[config.mk]
export PLATFORM = sky130hd
export DESIGN_NAME = sub_serial
export DESIGN_NICKNAME = d
export VERILOG_FILES = /design/src/rtl/sub_serial.sv
export SDC_FILE = /design/constraint.sdc
export NUM_CORES = 1
export LEC_CHECK = 0
export BUFFER_PORTS_ARGS = -buffer_cell sky130_fd_sc_hd__clkbuf_2
export CAP_MARGIN = 20
export CORE_UTILIZATION = 55
export CTS_CLUSTER_SIZE = 24
export DETAILED_ROUTE_END_ITERATION = 12
export GPL_ROUTABILITY_DRIVEN = 0
export PLACE_DENSITY_LB_ADDON = 0.05
export SLEW_MARGIN = 20
export SYNTH_ARGS = -nofsm -noshare
export SYNTH_HDL_FRONTEND = slang
export SYNTH_SLANG_ARGS = --single-unit
[constraint.sdc]
create_clock -name clk -period 2.08 [get_ports clk]
set_input_delay 0.416 -clock clk [delete_from_list [all_inputs] [get_ports clk]]
set_output_delay 0.416 -clock clk [all_outputs]
set_load 0.005 [all_outputs]
[src/rtl/sub_serial.sv]
// Bit-serial LSB-first subtractor: q = a - b - bin, one bit per clock through one full-subtractor cell.
// Optional status flags (zero/negative/signed overflow) are built only when SUB_SERIAL_FLAGS_EN is defined.
module sub_serial #(
  parameter int WIDTH = 15
) (
  input  logic             clk,
  input  logic             rst_n,
  input  logic             start,
  input  logic [WIDTH-1:0] a,
  input  logic [WIDTH-1:0] b,
  input  logic             bin,
  output logic             busy,
  output logic             done,
  output logic [WIDTH-1:0] q,
  output logic             bout,
  output logic             zf,
  output logic             nf,
  output logic             vf
);

  localparam int CW = (WIDTH > 2) ? $clog2(WIDTH) : 1;

  localparam logic [1:0] S_IDLE = 2'd0;
  localparam logic [1:0] S_RUN  = 2'd1;
  localparam logic [1:0] S_DONE = 2'd2;

  logic [1:0]       state_q, state_d;
  logic [WIDTH-1:0] sa_q, sa_d;
  logic [WIDTH-1:0] sb_q, sb_d;
  logic [WIDTH-1:0] work_q, work_d;
  logic [WIDTH-1:0] q_q, q_d;
  logic [CW-1:0]    cnt_q, cnt_d;
  logic             br_q, br_d;
  logic             bout_q, bout_d;

  logic             accept;
  logic             last_bit;
  logic             diff_bit;
  logic             br_nxt;
  logic [WIDTH-1:0] work_nxt;

  // Single full-subtractor cell operating on the current LSBs.
  always_comb begin
    diff_bit = sa_q[0] ^ sb_q[0] ^ br_q;
    br_nxt   = (~sa_q[0] & sb_q[0]) | (~(sa_q[0] ^ sb_q[0]) & br_q);
    work_nxt = {diff_bit, work_q[WIDTH-1:1]};
    last_bit = (cnt_q == CW'(WIDTH - 1));
    accept   = start && (state_q != S_RUN);
  end

`ifdef SUB_SERIAL_FLAGS_EN
  logic a_sign_q, a_sign_d;
  logic b_sign_q, b_sign_d;
  logic zf_q, zf_d;
  logic nf_q, nf_d;
  logic vf_q, vf_d;
`endif

  always_comb begin
    state_d = state_q;
    sa_d    = sa_q;
    sb_d    = sb_q;
    work_d  = work_q;
    q_d     = q_q;
    cnt_d   = cnt_q;
    br_d    = br_q;
    bout_d  = bout_q;
`ifdef SUB_SERIAL_FLAGS_EN
    a_sign_d = a_sign_q;
    b_sign_d = b_sign_q;
    zf_d     = zf_q;
    nf_d     = nf_q;
    vf_d     = vf_q;
`endif

    if (accept) begin
      // Accept from IDLE or straight out of DONE for back-to-back operation.
      state_d = S_RUN;
      sa_d    = a;
      sb_d    = b;
      br_d    = bin;
      cnt_d   = '0;
      work_d  = '0;
`ifdef SUB_SERIAL_FLAGS_EN
      a_sign_d = a[WIDTH-1];
      b_sign_d = b[WIDTH-1];
`endif
    end else if (state_q == S_RUN) begin
      sa_d   = sa_q >> 1;
      sb_d   = sb_q >> 1;
      br_d   = br_nxt;
      work_d = work_nxt;
      cnt_d  = cnt_q + CW'(1);
      if (last_bit) begin
        state_d = S_DONE;
        q_d     = work_nxt;
        bout_d  = br_nxt;
`ifdef SUB_SERIAL_FLAGS_EN
        zf_d = (work_nxt == '0);
        nf_d = work_nxt[WIDTH-1];
        vf_d = (a_sign_q ^ b_sign_q) & (a_sign_q ^ work_nxt[WIDTH-1]);
`endif
      end
    end else begin
      state_d = S_IDLE;
    end
  end

  always_ff @(posedge clk or negedge rst_n) begin
    if (!rst_n) begin
      state_q <= S_IDLE;
      sa_q    <= '0;
      sb_q    <= '0;
      work_q  <= '0;
      q_q     <= '0;
      cnt_q   <= '0;
      br_q    <= 1'b0;
      bout_q  <= 1'b0;
    end else begin
      state_q <= state_d;
      sa_q    <= sa_d;
      sb_q    <= sb_d;
      work_q  <= work_d;
      q_q     <= q_d;
      cnt_q   <= cnt_d;
      br_q    <= br_d;
      bout_q  <= bout_d;
    end
  end

`ifdef SUB_SERIAL_FLAGS_EN
  always_ff @(posedge clk or negedge rst_n) begin
    if (!rst_n) begin
      a_sign_q <= 1'b0;
      b_sign_q <= 1'b0;
      zf_q     <= 1'b0;
      nf_q     <= 1'b0;
      vf_q     <= 1'b0;
    end else begin
      a_sign_q <= a_sign_d;
      b_sign_q <= b_sign_d;
      zf_q     <= zf_d;
      nf_q     <= nf_d;
      vf_q     <= vf_d;
    end
  end

  assign zf = zf_q;
  assign nf = nf_q;
  assign vf = vf_q;
`else
  assign zf = 1'b0;
  assign nf = 1'b0;
  assign vf = 1'b0;
`endif

  assign busy = (state_q == S_RUN);
  assign done = (state_q == S_DONE);
  assign q    = q_q;
  assign bout = bout_q;

endmodule

==> flow_summary.rst, run 1 <==
.. list-table::
   :header-rows: 1

   * - Metric
     - Value
   * - Result of the run
     - completed
   * - Number of enable flip-flop cells after synthesis
     - 0
   * - Warnings, synthesis
     - 0
   * - Final clock skew
     - 8.975 ps
   * - Clock latency on the worst-skew pair
     - approximately 330 ps
   * - Wire length of the first global-routing pass
     - just over 8000 um
   * - Final wirelength
     - approximately 5000 um
   * - Final Hold Viols
     - 0
   * - Setup tns final
     - 0 ps
   * - Internal power contribution
     - a little over 3 mW
   * - Antenna diode count
     - 0
   * - Setup repair after global routing missed its margin
     - no
   * - Met3 routing resource usage after global routing
     - 6.481%
   * - Remaining DRCs
     - 0
   * - Global routing met1 resource utilization
     - 27.23%
   * - Clock period minus final worst setup slack
     - about 1700 ps
   * - Number of flip-flops and latches in the synthesized netlist
     - 67
   * - Crit path kind
     - reg2out
   * - Total of max-cap violations
     - 0
   * - Core region area
     - 0.005172 mm^2
   * - Net switching power
     - 1.578 mW
   * - Beginning of the worst register-to-register path
     - cnt_q[0]
   * - Root buf cell
     - clkbuf_8
   * - Number of nets still failing antenna checks after routing
     - 0
   * - Critical path launch point type
     - register
   * - Fmax
     - between 500 and 600 MHz
   * - Clock edge transition at the registers on the reported setup and hold paths
     - roughly 70 ps
   * - Summed area of non-filler cells in the final layout
     - around 0.0034 mm^2
   * - Routed via count divided by cell count
     - just over 5
   * - Number of search-and-repair iterations in the first detailed-routing pass
     - 5
   * - Post-synthesis sequential area ratio
     - approximately 56%
   * - Total Die Area
     - ~0.0058 mm^2
   * - Die outline width
     - 75.86 um
   * - Placed wire-length estimate
     - between 3000 and 4000 um
   * - Total global-route track usage
     - between 10% and 20%
   * - Post-Synthesis Mean Instance Area
     - 11.50 um^2
   * - Vias in the first global route
     - 1769
   * - Class of the most critical hold timing path
     - in2async
   * - Power Density
     - approximately 1300 mW/mm^2
   * - Count of mapped cells out of synthesis
     - approximately 260
   * - Area growth from synthesis to final layout
     - 14.72%
   * - Final number of max-transition violations
     - 0
   * - Hold-fix buffer count after cts
     - 0
   * - Part of the total power dissipated in the clock network
     - about a fifth
   * - Global route hottest layer
     - met2
   * - Number of CTS-inserted buffers
     - 9
   * - Total overflow reported by the global router
     - 0
   * - Leak Pwr
     - 1.760 nW
   * - Reg-to-reg setup timing slack
     - roughly 460 ps
   * - Clock buffer depth
     - 2
   * - Iteration-0 DRC count of the detailed router
     - 97
   * - Synth top area share
     - around 56%
   * - Number of H-tree levels
     - 3
   * - Vias post-DR
     - 1959
   * - Cell type contributing the most total cell area after synthesis
     - dfrtp_1
   * - Largest vdd supply drop
     - 796.6 uV
   * - Met2 layer usage reported by global route
     - slightly below 30%
   * - Async set-reset flop share out of synthesis
     - between 90% and 100%
   * - Overall die height
     - roughly 76 um
   * - Clock tree from TritonCTS
     - done
   * - Post-synthesis instance area
     - 0.003000 mm^2
   * - Placement Cell Area
     - 0.003269 mm^2
   * - CP Data Required Time
     - approximately 1700 ps
   * - Tcrit/Tclk final
     - about four fifths
   * - Number of post-CTS setup repair buffers
     - 0
   * - Largest net degree at the start of global routing
     - ~70
   * - CP Capture Type
     - primary output
   * - Nets
     - between 300 and 400
   * - Share of power burned in combinational logic
     - 32.6%
   * - Sequential group share of total power
     - between 40% and 50%
   * - Cell Rows
     - 26
   * - Final setup violating endpoints
     - 0
   * - Critical Path Fanout Max
     - 22
   * - Number of cells on the worst reg-to-reg path
     - 5
   * - Distinct cell type count of the synthesized netlist
     - 26
   * - Starting density of the core
     - roughly three fifths
   * - End of the worst register-to-register path
     - q[4]
   * - Top cells by area in the synthesized netlist
     - dfrtp_1 56%, mux2i_1 11%, nand2_1 7.3%, o21ai_0 5.0%, nand3b_1 4.0%
   * - Net switching fraction of the power
     - 34.27%
   * - WP data arrival
     - 1290 ps
   * - I/O pin cnt
     - 55
   * - Main flop type after synthesis
     - dfrtp_1
   * - Number of I/O port buffers
     - 51
   * - CTS Sinks
     - 67
   * - Share of cells above drive strength 1
     - around 28%
   * - Routed wire length per instance
     - around 13 um
   * - Post-cts resize count
     - 0
   * - Antenna violations before repair
     - 0
-- Yosys cell counts (2+ instances only) --
library cell,instances
inv_1,4
nand2_1,58
clkbuf_1,5
buf_2,3
mux2_2,10
o21ai_0,30
ha_1,2
mux2i_1,32
nand3b_1,16
mux2_4,7
nor2_1,4
buf_4,10
dfrtp_1,67
-- routing by layer --
| metal | part of all wire [%] | vias up |
|---|---|---|
| met2 | 43 | 51 |
| met3 | 4.5 | 9 |
| met4 | 1.7 | 0 |
| met5 | 0 | - |
| li1 | - | 965 |
| met1 | 50 | 934 |
-- how the worst max path moves through the flow --
stage / from / cells past startpoint / slack, ps / endpoint
after floorplan: cnt_q[0] / 6 / 630 / q[10]
after global placement: cnt_q[0] / 5 / 530 / q[5]
final: state_q[1] / 3 / 380 / busy
after CTS: state_q[1] / 3 / 350 / busy
after global routing: state_q[1] / 3 / 290 / busy
after detailed placement: cnt_q[0] / 5 / 470 / q[4]
-- cells by family after synthesis --
logic type               share of synthesized area [%]
AND/OR/NAND/NOR                                  13.59
flip-flops                                       55.88
multiplexers                                     17.93
AO/OA/AOI/OAI                                    5.504
buffers and inverters                            5.171
adder cells (fa/ha/maj)                          1.501
other                                           0.1250
XOR/XNOR                                        0.2920
-- layout make-up --
type                    count  area [um^2]
multi-input cells         171         1176
clock inverters             2        10.01
well taps                  70        87.58
fillers                   417         1730
clock buffers              14        162.7
inverters                   5        18.77
flip-flops and latches     67         1677
repair buffers             55        310.3
-- per-stage QoR --
stage | cells | setup slack, ps | hold slack (ps) | total power [mW] | util, %
2_1_floorplan | 263 | 628.7 | 120.4 | 3.289 | -
3_3_place_gp | 368 | 527.4 | 455.0 | 3.657 | 63.21
3_5_place_dp | 368 | 467.0 | 465.5 | 3.719 | 63.21
4_1_cts | 384 | 348.7 | 104.6 | 4.683 | 66.55
5_1_grt | 384 | 294.1 | 103.6 | 5.016 | 66.55
6_report | 384 | 376.3 | 96.82 | 4.605 | 66.55
-- layout by cell type, fill, tap and decap left out, types with 7 or more instances in the layout --
cell,netlist,layout
clkbuf_2,0,50
clkbuf_8,0,11
dfrtp_1,67,67
mux2_2,10,10
mux2_4,7,7
mux2i_1,32,32
nand2_1,58,58
nand3b_1,16,16
o21ai_0,30,30
-- power by group through the flow --
| stage | sequential (mW) | combinational (mW) | clock, mW |
|---|---|---|---|
| 2_1_floorplan | 2.12 | 1.17 | 0 |
| 3_3_place_gp | 2.17 | 1.49 | 0 |
| 3_5_place_dp | 2.18 | 1.54 | 0 |
| 4_1_cts | 2.17 | 1.54 | 0.973 |
| 5_1_grt | 2.24 | 1.74 | 1.03 |
| 6_report | 2.16 | 1.50 | 0.940 |
-- critical path: stages, from the launching register on --
cell and delay [ps]:
dfrtp_1 370, nand2b_4 270, inv_2 180, clkbuf_2 130
-- flip-flops by register name, indices dropped and copies added, names as in the netlist --
register  flops
q            15
sa_q         15
sb_q         15
work_q       14
cnt_q         4
state_q       2
bout          1
br_q          1
Power figures use the tool's default switching activity.
==> run 2: changes to the inputs <==
- ABC_AREA: not set -> 1
- CORE_UTILIZATION: 55 -> 49
- clock period: 2.08 -> 1.48 ns (I/O delays scaled with it)
==> flow_summary.rst, run 2 <==
.. list-table::
   :header-rows: 1

   * - Metric
     - Value
   * - Post-route insts no fill
     - around 460
   * - Total Die Area
     - approximately 0.0063 mm^2
   * - Final wirelength
     - between 6000 and 7000 um
   * - Nets
     - 422
   * - Core region area
     - roughly 0.0056 mm^2
   * - Clock buffer depth
     - 2
   * - Count of mapped cells out of synthesis
     - approximately 330
   * - CTS Sinks
     - 67
   * - Routed wire length per instance
     - between 10 and 15 um
   * - Remaining DRCs
     - 0
   * - Result of the run
     - completed
   * - Global route hottest layer
     - met2
   * - End point of the most critical hold path
     - sa_q[14]
   * - Cell Rows
     - 27
   * - Starting density of the core
     - between 50 and 60%
   * - Final number of max-transition violations
     - 0
   * - Iteration-0 DRC count of the detailed router
     - around 140
   * - I/O pin cnt
     - between 50 and 60
   * - Largest vdd supply drop
     - between 1000 and 1500 uV
   * - CP Capture Type
     - primary output
   * - Met3 routing resource usage after global routing
     - 4.138%
   * - Setup repair after global routing missed its margin
     - no
   * - End of the worst register-to-register path
     - q[0]
   * - Hold-critical path depth
     - 3
   * - Cell count after placement
     - 444
   * - Critical path launch point type
     - register
   * - Post-synthesis instance area
     - 0.002918 mm^2
   * - Worst-path cell with the longest stage delay
     - dfrtp_1
   * - Commonest cells in the synthesized netlist
     - 105 x nand2_1, 67 x dfrtp_1, 60 x nand3_1
   * - Final Hold Viols
     - 0
   * - Fillcell total
     - around 510
   * - Clock latency on the worst-skew pair
     - about 340 ps
   * - Largest net degree at the start of global routing
     - 35
   * - Routed via count divided by cell count
     - a little over 5
   * - Leak Pwr
     - approximately 1.8 nW
   * - Global routing met1 resource utilization
     - 31.28%
   * - Tcrit/Tclk final
     - between 90% and 100%
   * - Number of flip-flops and latches in the synthesized netlist
     - 67
   * - Final clock skew
     - 8.188 ps
   * - Antenna diode count
     - 0
   * - Vias in the first global route
     - ~2200
   * - Class of the most critical hold timing path
     - in2reg
   * - Number of enable flip-flop cells after synthesis
     - 0
   * - Delay of the slowest cell on the worst path
     - roughly 400 ps
   * - Clock tree from TritonCTS
     - done
   * - Post-synthesis sequential area ratio
     - between 50% and 60%
   * - Fraction of the core area covered by cells at the end of the flow
     - approximately three fifths
   * - Power Density
     - 1995 mW/mm^2
   * - Number of nets still failing antenna checks after routing
     - 0
   * - Setup tns final
     - 0 ps
   * - Post-Synthesis Mean Instance Area
     - between 8 and 9 um^2
   * - Synth top area share
     - a little under three fifths
   * - Share of cells above drive strength 1
     - between 20 and 25%
   * - Warnings, synthesis
     - 0
   * - Placed wire-length estimate
     - roughly 4200 um
   * - Number of cells on the worst reg-to-reg path
     - 6
   * - Antenna violations before repair
     - 0
   * - Start point of the worst min-delay path
     - a[14]
   * - Cell type contributing the most total cell area after synthesis
     - dfrtp_1
   * - CP Data Required Time
     - ~1200 ps
   * - Hold Worst Slack
     - around 160 ps
   * - Beginning of the worst register-to-register path
     - cnt_q[0]
   * - Wire length of the first global-routing pass
     - 10500 um
   * - Die outline width
     - roughly 80 um
   * - Top cells by area in the synthesized netlist
     - dfrtp_1 57%, nand2_1 14%, nand3_1 10%, o21ai_0 3.1%, inv_1 2.7%
   * - Clock period minus final worst setup slack
     - around 1400 ps
   * - Post-cts resize count
     - 0
   * - Number of H-tree levels
     - 3
   * - Crit-path cells
     - inv_1 -> nor2_4 -> clkbuf_2
   * - Fmax
     - just over 700 MHz
   * - Total overflow reported by the global router
     - 0
   * - Met2 layer usage reported by global route
     - 33.19%
   * - Total of max-cap violations
     - 0
   * - Final setup violating endpoints
     - 0
   * - Number of CTS-inserted buffers
     - 9
   * - Leading cell types in the layout, fill and taps excluded
     - 105 x nand2_1, 67 x dfrtp_1, 60 x nand3_1
   * - Critical Path Fanout Max
     - 3
   * - Overall die height
     - 79.17 um
   * - Total global-route track usage
     - ~22%
   * - Crit path kind
     - reg2out
   * - Vias post-DR
     - roughly 2300
   * - Reg-to-reg setup timing slack
     - about 170 ps
   * - Area growth from synthesis to final layout
     - 17.92%
   * - WP data arrival
     - between 1000 and 1500 ps
   * - Number of I/O port buffers
     - 51
   * - Root buf cell
     - clkbuf_8
   * - Clock edge transition at the registers on the reported setup and hold paths
     - ~60 ps
   * - Distinct cell type count of the synthesized netlist
     - 22
   * - Main flop type after synthesis
     - dfrtp_1
   * - Async set-reset flop share out of synthesis
     - 100.0%
   * - Most common cell after layout, fill and taps aside
     - nand2_1
   * - Most frequent cell after synthesis
     - nand2_1
   * - Number of search-and-repair iterations in the first detailed-routing pass
     - 4
==> run 2: changes by cell type in the layout (fill, tap and decap cells not counted), sizes merged, moves of 2 or more <==
cell,change
buf,+10
mux2,-17
nand3,+59
clkbuf,-2
nor2,+2
nand2,+50
nand3b,-16
mux2i,-32
o22ai,+12
o21ai,-11
inv,+20
==> run 2: metrics by stage <==
step / cell area [um^2] / setup WS, ps / total power, mW
2_1_floorplan: 2925 / 225.9 / 4.757
3_3_place_gp: 3263 / 219.3 / 5.543
3_5_place_dp: 3263 / 164.6 / 5.623
4_1_cts: 3441 / 75.17 / 6.949
5_1_grt: 3441 / 32.21 / 7.441
6_report: 3441 / 102.1 / 6.866
==> run 2: final cells by class <==
class                   instances  area (um^2)  share of cell area, %
flip-flops and latches         67         1677                  48.73
multi-input cells             216         1025                  29.78
repair buffers                 66        395.4                  11.49
clock buffers                  12        145.1                  4.218
inverters                      25        93.84                  2.727
well taps                      72        90.09                  2.618
clock inverters                 3        15.01                 0.4364
==> run 2: worst max-delay path by stage <==
stage / from / endpoint / slack, ps / cells past startpoint
2_1_floorplan: cnt_q[0] / q[10] / 230 / 6
3_3_place_gp: cnt_q[0] / q[6] / 220 / 6
3_5_place_dp: cnt_q[0] / q[0] / 160 / 6
4_1_cts: state_q[0] / busy / 80 / 3
5_1_grt: state_q[1] / sb_q[4] / 30 / 6
6_report: state_q[0] / busy / 100 / 3
==> run 2: power breakdown <==
| group | switching (mW) | internal [mW] |
|---|---|---|
| clock network | 0.631 | 0.637 |
| registers | 0.428 | 2.61 |
| logic | 1.54 | 1.03 |
==> run 2: cells by family (layout without fill, tap and decap cells) <==
family | count (synthesis) | count (layout) | share of synthesized area, %
AND/OR/NAND/NOR | 177 | 177 | 27.02
buffers and inverters | 46 | 106 | 7.676
AO/OA/AOI/OAI | 33 | 33 | 6.175
flip-flops | 67 | 67 | 57.46
adder cells (fa/ha/maj) | 3 | 3 | 1.544
other | 1 | 3 | 0.1285
==> run 2: worst max-delay path: cells and delay by family, from the launching register on <==
kind | cells | cell delay (ps)
simple gates | 1 | 140
flops | 1 | 400
buf+inv | 2 | 210
==> run 2: layer usage <==
layer	vias to the layer above	routed length [um]	share of wire (%)
met3	9	270	4.4
met2	59	2822	46
met5	-	0	0
met4	0	93	1.5
li1	1170	-	-
met1	1096	2955	48
==> run 2: repair_timing <==
action | CTS | global route
endpoints found under the setup margin | 1 | 0
hold endpoints to repair | 16 | 0
setup buffers | 1 | 0
hold buffers | 1 | 0
